File: config.mk
export PLATFORM = sky130hd
export DESIGN_NAME = ascon_host_ctrl
export DESIGN_NICKNAME = d
export VERILOG_FILES = /design/src/rtl/ascon_host_ctrl.sv
export SDC_FILE = /design/constraint.sdc
export NUM_CORES = 1
export LEC_CHECK = 0
export ABC_AREA = 1
export CAP_MARGIN = 0
export CORE_AREA = 5 5 429 431
export DETAILED_ROUTE_END_ITERATION = 10
export DIE_AREA = 0 0 434 436
export PLACE_DENSITY_LB_ADDON = 0.15
export SKIP_CTS_REPAIR_TIMING = 1
export SLEW_MARGIN = 15
export SYNTH_ARGS = -nofsm -noshare
export SYNTH_HDL_FRONTEND = slang
export SYNTH_SLANG_ARGS = --single-unit
File: constraint.sdc
create_clock -name clock_i -period 1.5 [get_ports clock_i]
set_input_delay 0.225 -clock clock_i [delete_from_list [all_inputs] [get_ports clock_i]]
set_output_delay 0.225 -clock clock_i [all_outputs]
set_load 0.05 [all_outputs]
File: src/rtl/ascon_host_ctrl.sv
// Host-side sequencer for the ASCON-128 core: start, AD word, plaintext stream,
// ciphertext return, tag capture and a watchdog on every core wait.
module ascon_host_ctrl #(
    parameter int MAX_BLOCKS = 8,
    parameter int TIMEOUT    = 1024
) (
    input  logic          clock_i,
    input  logic          resetb_i,
    input  logic          req_i,
    input  logic [127:0]  key_i,
    input  logic [127:0]  nonce_i,
    input  logic [63:0]   ad_i,
    input  logic [7:0]    n_blocks_i,
    input  logic          pt_valid_i,
    input  logic [63:0]   pt_data_i,
    output logic          pt_ready_o,
    output logic          ct_valid_o,
    output logic [63:0]   ct_data_o,
    output logic          tag_valid_o,
    output logic [127:0]  tag_o,
    output logic          busy_o,
    output logic          err_o,
    output logic          start_o,
    output logic          data_valid_o,
    output logic [63:0]   data_o,
    output logic [127:0]  key_o,
    output logic [127:0]  nonce_o,
    input  logic          cipher_valid_i,
    input  logic          end_i,
    input  logic [63:0]   cipher_i,
    input  logic [127:0]  tag_i
);

    typedef enum logic [2:0] {
        IDLE, START, SEND_AD, WAIT_AD, GET_PT, WAIT_CT, WAIT_END
    } state_e;

    localparam logic [7:0]  MaxBlk = 8'(MAX_BLOCKS);
    localparam logic [15:0] WdLim  = 16'(TIMEOUT - 1);

    state_e         state_q;
    logic [127:0]   key_q;
    logic [127:0]   nonce_q;
    logic [63:0]    data_q;
    logic [7:0]     nblk_q;
    logic [7:0]     cnt_q;
    logic [15:0]    wd_q;
    logic           err_q;
    logic           ct_valid_q;
    logic [63:0]    ct_data_q;
    logic           tag_valid_q;
    logic [127:0]   tag_q;
    logic           wd_hit;
    logic           pt_pass;

    assign wd_hit  = (wd_q == WdLim);
    assign pt_pass = (state_q == GET_PT) && pt_valid_i;

    always_ff @(posedge clock_i or negedge resetb_i) begin
        if (!resetb_i) begin
            state_q     <= IDLE;
            key_q       <= '0;
            nonce_q     <= '0;
            data_q      <= '0;
            nblk_q      <= '0;
            cnt_q       <= '0;
            wd_q        <= '0;
            err_q       <= 1'b0;
            ct_valid_q  <= 1'b0;
            ct_data_q   <= '0;
            tag_valid_q <= 1'b0;
            tag_q       <= '0;
        end else begin
            err_q       <= 1'b0;
            ct_valid_q  <= 1'b0;
            tag_valid_q <= 1'b0;
            unique case (state_q)
                IDLE: begin
                    wd_q <= '0;
                    if (req_i) begin
                        key_q   <= key_i;
                        nonce_q <= nonce_i;
                        data_q  <= ad_i;
                        nblk_q  <= n_blocks_i;
                        cnt_q   <= '0;
                        if (n_blocks_i == 8'd0 || n_blocks_i > MaxBlk)
                            err_q <= 1'b1;
                        else
                            state_q <= START;
                    end
                end
                START: state_q <= SEND_AD;
                SEND_AD: begin
                    state_q <= WAIT_AD;
                    wd_q    <= '0;
                end
                WAIT_AD: begin
                    if (cipher_valid_i) begin
                        state_q <= GET_PT;
                        wd_q    <= '0;
                    end else if (wd_hit) begin
                        state_q <= IDLE;
                        err_q   <= 1'b1;
                        wd_q    <= '0;
                    end else begin
                        wd_q <= wd_q + 16'd1;
                    end
                end
                GET_PT: begin
                    if (pt_valid_i) begin
                        data_q  <= pt_data_i;
                        state_q <= WAIT_CT;
                        wd_q    <= '0;
                    end
                end
                WAIT_CT: begin
                    // a same-cycle end_i on the last block is dropped here
                    if (cipher_valid_i) begin
                        ct_valid_q <= 1'b1;
                        ct_data_q  <= cipher_i;
                        cnt_q      <= cnt_q + 8'd1;
                        wd_q       <= '0;
                        if (cnt_q + 8'd1 == nblk_q)
                            state_q <= WAIT_END;
                        else
                            state_q <= GET_PT;
                    end else if (wd_hit) begin
                        state_q <= IDLE;
                        err_q   <= 1'b1;
                        wd_q    <= '0;
                    end else begin
                        wd_q <= wd_q + 16'd1;
                    end
                end
                WAIT_END: begin
                    if (end_i) begin
                        tag_q       <= tag_i;
                        tag_valid_q <= 1'b1;
                        state_q     <= IDLE;
                        wd_q        <= '0;
                    end else if (wd_hit) begin
                        state_q <= IDLE;
                        err_q   <= 1'b1;
                        wd_q    <= '0;
                    end else begin
                        wd_q <= wd_q + 16'd1;
                    end
                end
                default: state_q <= IDLE;
            endcase
        end
    end

    assign pt_ready_o   = (state_q == GET_PT);
    assign start_o      = (state_q == START);
    assign busy_o       = (state_q != IDLE);
    assign data_valid_o = (state_q == SEND_AD) || pt_pass;
    assign data_o       = pt_pass ? pt_data_i : data_q;
    assign key_o        = key_q;
    assign nonce_o      = nonce_q;
    assign err_o        = err_q;
    assign ct_valid_o   = ct_valid_q;
    assign ct_data_o    = ct_data_q;
    assign tag_valid_o  = tag_valid_q;
    assign tag_o        = tag_q;

endmodule

# Word level (Yosys, flattened, before mapping)

Cells that the tools add are included.

Output and inout bits: 519
Input bits: 590
Logic and storage cells: 76
Memories kept: 0
Bits in registers: 550
Bits in read-only memories: 0
Latch bits: 0
RAM bits: 0

Equality and inequality tests: 12
Order comparisons: 1
Shifts and indexed selects: 0
Reduce and logical (&&, ||, !) cells: 18
Multiplexer cells: 31
Div/mod/pow operators: 0
Multiply operators: 0
Bitwise gates (word level): 0
$add $sub $neg: 2

Operators with widths:

| kind                                                          | count |
|---|---|
| two-way mux 64 bit                                            | 3 |
| case mux 64 bit (2 select lines)                              | 1 |
| two-way mux 16 bit                                            | 4 |
| case mux 16 bit (4 select lines)                              | 1 |
| two-way mux 3 bit                                             | 7 |
| case mux 3 bit (7 select lines)                               | 1 |
| adder 16 x 1 -> 16 bit, second input constant                 | 1 |
| equality test 16 x 10 -> 1 bit, second input constant         | 1 |
| two-way mux 8 bit                                             | 2 |
| case mux 8 bit (2 select lines)                               | 1 |
| equality test 3 bit, second input constant                    | 3 |
| two-way mux 1 bit                                             | 9 |
| AND reduction 3 bit                                           | 3 |
| adder 8 x 1 -> 8 bit, second input constant                   | 1 |
| equality test 8 bit                                           | 1 |
| greater-than comparator 8 x 4 -> 1 bit, second input constant | 1 |
| zero test 8 bit                                               | 1 |
| inequality test 2 bit, second input constant                  | 4 |
| AND reduction 2 bit                                           | 4 |
| equality test 3 x 2 -> 1 bit, second input constant           | 2 |
| nonzero test 2 bit                                            | 2 |
| nonzero test 4 bit                                            | 1 |
| OR reduction 2 bit                                            | 2 |
| equality test 3 x 1 -> 1 bit, second input constant           | 1 |
| other kinds (6)                                               | 7 |

# Longest topological paths before layout

Depth in word-level cells: 5
Mapped depth: 11

# Worst setup path before layout

No wires, ideal clock.

Kind: reg2out
Start point: register state_q[0]
End point: output port data_o[54]
Arrival: 1687 ps
Stages on the path, launching flop included: 8
Required time: 1275 ps
Setup slack: -412 ps
Path through: dfrtp_1 > inv_1 > nand2_1 > nor2_2 > buf_2 > buf_2 > nand3_1 > nand2_1

Word-level cells in the longest chain between the ends: 3

RTL lines:

| element                | line | RTL |
|---|---|---|
| from (decl)            | 41   | `state_e state_q;` |
| from (signal assigned) | 61   | `state_q <= IDLE;` |
| from (signal assigned) | 89   | `state_q <= START;` |
| from (signal assigned) | 92   | `START: state_q <= SEND_AD;` |
| equality test 3 bit    | -    |  |
| via pt_ready_o         | 16   | `output logic pt_ready_o,` |
| logical AND 1 bit      | 57   | `assign pt_pass = (state_q == GET_PT) && pt_valid_i;` |
| two-way mux 64 bit     | 158  | `assign data_o = pt_pass ? pt_data_i : data_q;` |
| to (decl)              | 25   | `output logic [63:0] data_o,` |

The timed path passes the listed nets, and every way through them passes these cells.

# Final worst setup path

Start point: register state_q[0]
End point: output port data_o[22]

Word-level cells in the longest chain between the ends: 3

RTL lines:

| element             | line |
|---|---|
| equality test 3 bit | 57 |
| logical AND 1 bit   | 57 |
| two-way mux 64 bit  | 158 |

Every way passes these cells.

==> impl_metrics.tcl <==
set metrics [dict create \
    drt-vias-per-instance 3.577 \
    grt_max_degree 61 \
    synth_top_cell_by_area "dfrtp_1" \
    synth-edff-count 0 \
    arrival_ns 2.22 \
    synth-seq-cells 550 \
    numClockSinks 550 \
    num_rows 156 \
    max-cap-violations 0 \
    start_util_pct 12.66 \
    vdd_drop_max_mv 1.123 \
    startpoint_type "flop" \
    post-place-cells 6316 \
    gp_congestion 0.8209 \
    setup_slack_ns -0.9431 \
    ys.flop_type "dfrtp_1" \
    firstDrtPassIters 5 \
    clkTransAtPathRegs_ns 0.06 \
    fin_worst_skew_ns 0.02872 \
    coreArea_sq_um 179800 \
    leakagePower_nw 21.08 \
    grt_setup_unrepaired "true" \
    p_int_w 0.05865 \
    syn_area_per_cell_sq_um 8.146 \
    nNetsFinal 4657 \
    io_pins 1109 \
    synth_area_leaders "dfrtp_1, nand2_1, buf_2" \
    ys_types 28 \
    remaining_drc_errors 0 \
    synthToLayoutAreaGrowth_pct 95.37 \
    power_frac_clock_pct 16.9 \
    syn_area_sq_um 22760 \
    grt_antenna_before_repair 33 \
    layoutNonFillerInstCount 6498 \
    violations "negative setup slack" \
    outcome "finished with violations" \
    numCtsBuffers 78 \
    final_antenna_net_count 0 \
    overflow 0 \
    io_buffer_count 1108 \
    routed_wirelength_mm 142.6 \
    crit_path_max_fanout 8 \
    fin_crit_sh_pct 162.9 \
    grt_pass1_wl_mm 191.6 \
    final_cell_mix "nand2_1, clkdlybuf4s50_1, dfrtp_1" \
    setup.worst_path.class "flop to output port" \
    grt_use_total_pct 14.18 \
    clk_path_buf_depth 3 \
    via_count 23246 \
    combPwrFrac_pct 59.1 \
    slew_viol_final 0 \
    first_iter_violations 1106 \
    endpoint_kind "output port" \
    cts_tree "done" \
    root_buffer "clkbuf_16" \
    fmax_ghz 0.4093 \
    hold_viol_final 0 \
    seqPwrFrac_pct 24.0 \
    die_area_sq_um 189200 \
    period_needed_ns 2.443 \
    hold_path_class "input pin to async pin" \
    p_sw_w 0.05595 \
    dp_hpwl_mm 110.6 \
    required_ns 1.27 \
    synthesis.nets 3386 \
    synthCells 2794 \
    clk_latency_ns 0.68 \
    dieWidth_microns 434 \
    slew_headroom_pct 72.90 \
    fin_tns_setup_ns -151.87 \
    setup_violations 661 \
    yosys_warnings 0 \
    async_flop_share_pct 100.0 \
    worst_pin_slew_ns 0.4027 \
    yosysTopAreaCellShare_pct 60.47 \
    die_h_microns 436 \
    drive_above_1_share_pct 26.19 \
    mostFrequentLayoutCell "nand2_1" \
    h-tree-depth 3 \
    synth-seq-area-share_pct 60.47 \
    netSwitchingFraction_pct 48.82 \
    p_per_area_nw_per_um2 2577 \
    wl_per_cell_microns 21.94 \
    grt_pass1_vias 23817 \
]
[stage by stage]
| stage | util (%) | power, W | hold slack [ns] | cell area, sq um | worst slack [ns] |
|---|---|---|---|---|---|
| 3_3_place_gp | 22.55 | 0.09470 | 0.1452 | 40540 | -0.4216 |
| 3_5_place_dp | 22.55 | 0.09472 | 0.1459 | 40540 | -0.4345 |
| 4_1_cts | 24.01 | 0.1150 | -0.6471 | 43160 | -1.145 |
| 5_1_grt | 24.73 | 0.1205 | 0.0004218 | 44470 | -1.101 |
| 2_1_floorplan | - | 0.06201 | -0.07059 | 23560 | -0.05176 |
| 6_report | 24.73 | 0.1146 | 0.05328 | 44470 | -0.9431 |
[sequential cells by signal, summed over array words and instances, names as in the netlist]
signal and cells:
tag_valid_o 1, state_q 3, data_q 64, nblk_q 8
key_o 128, err_o 1, wd_q 16, tag_o 128
nonce_o 128, cnt_q 8, ct_data_o 64, ct_valid_o 1
[cell families after synthesis]
group | Yosys count | share of synthesized area (%)
and+or+nand+nor | 1937 | 32.71
DFF | 550 | 60.47
buffers and inverters | 204 | 4.068
AOI/OAI and AO/OA | 100 | 2.600
adders and majority gates | 2 | 0.1099
xor gates and xnor gates | 1 | 0.03849
[cell usage after synthesis (6+ instances only)]
| cell type | count |
|---|---|
| a21oi_1 | 6 |
| a31oi_1 | 64 |
| buf_1 | 7 |
| buf_2 | 107 |
| buf_4 | 7 |
| clkbuf_1 | 29 |
| dfrtp_1 | 550 |
| inv_1 | 48 |
| inv_2 | 6 |
| nand2_1 | 1709 |
| nand3_1 | 103 |
| nor2_1 | 104 |
| nor3_1 | 6 |
| o21ai_0 | 22 |
[critical path, stage by stage (launching register included)]
cell and delay, ns:
dfrtp_1 0.41, inv_1 0.08, nand2_2 0.06, nor2_4 0.10, buf_12 0.16, nand2_8 0.10
buf_12 0.16, clkbuf_16 0.17, nand2_2 0.08, nand2_4 0.06, buf_12 0.14
[worst paths after layout]
check,startpoint,end,slack [ns],cells after the start
setup / recovery,state_q[0],data_o[22],-0.94,10
hold reg to reg,ct_data_o[26],ct_data_o[26],0.47,2
max in group asynchronous,resetb_i,key_o[32],0.71,4
min in group clock_i,tag_i[11],tag_o[11],0.08,3
hold / removal,resetb_i,key_o[25],0.05,2
setup reg to reg,state_q[0],data_q[11],-0.32,10
[power by group through the flow]
stage          clock [W]  combinational [W]  sequential (W)
2_1_floorplan          0             0.0164          0.0456
3_3_place_gp           0             0.0672          0.0275
3_5_place_dp           0             0.0673          0.0274
4_1_cts           0.0203             0.0673          0.0274
5_1_grt           0.0207             0.0714          0.0284
6_report          0.0193             0.0677          0.0276
[area by class of cell]
cell class,count,area [sq um]
fill,19348,135300
timing repair buffer,1340,15720
sequential,550,13770
multi-input combinational,2040,9115
tap,2370,2965
clock buffer,116,2328
clock inverter,23,295.3
inverter,54,249.0
timing repair inverter,1,20.02
antenna,4,10.01
[per-layer routing]
metal	global-route usage, %	vias up	wire length, microns	part of all wire [%]
li1	-	11182	-	-
met1	16.32	11229	55590	39
met2	25.61	659	73830	52
met3	4.594	172	10180	7.1
met4	2.851	4	2928	2.1
met5	0	-	27	0.019
Power figures use the tool's default switching activity.
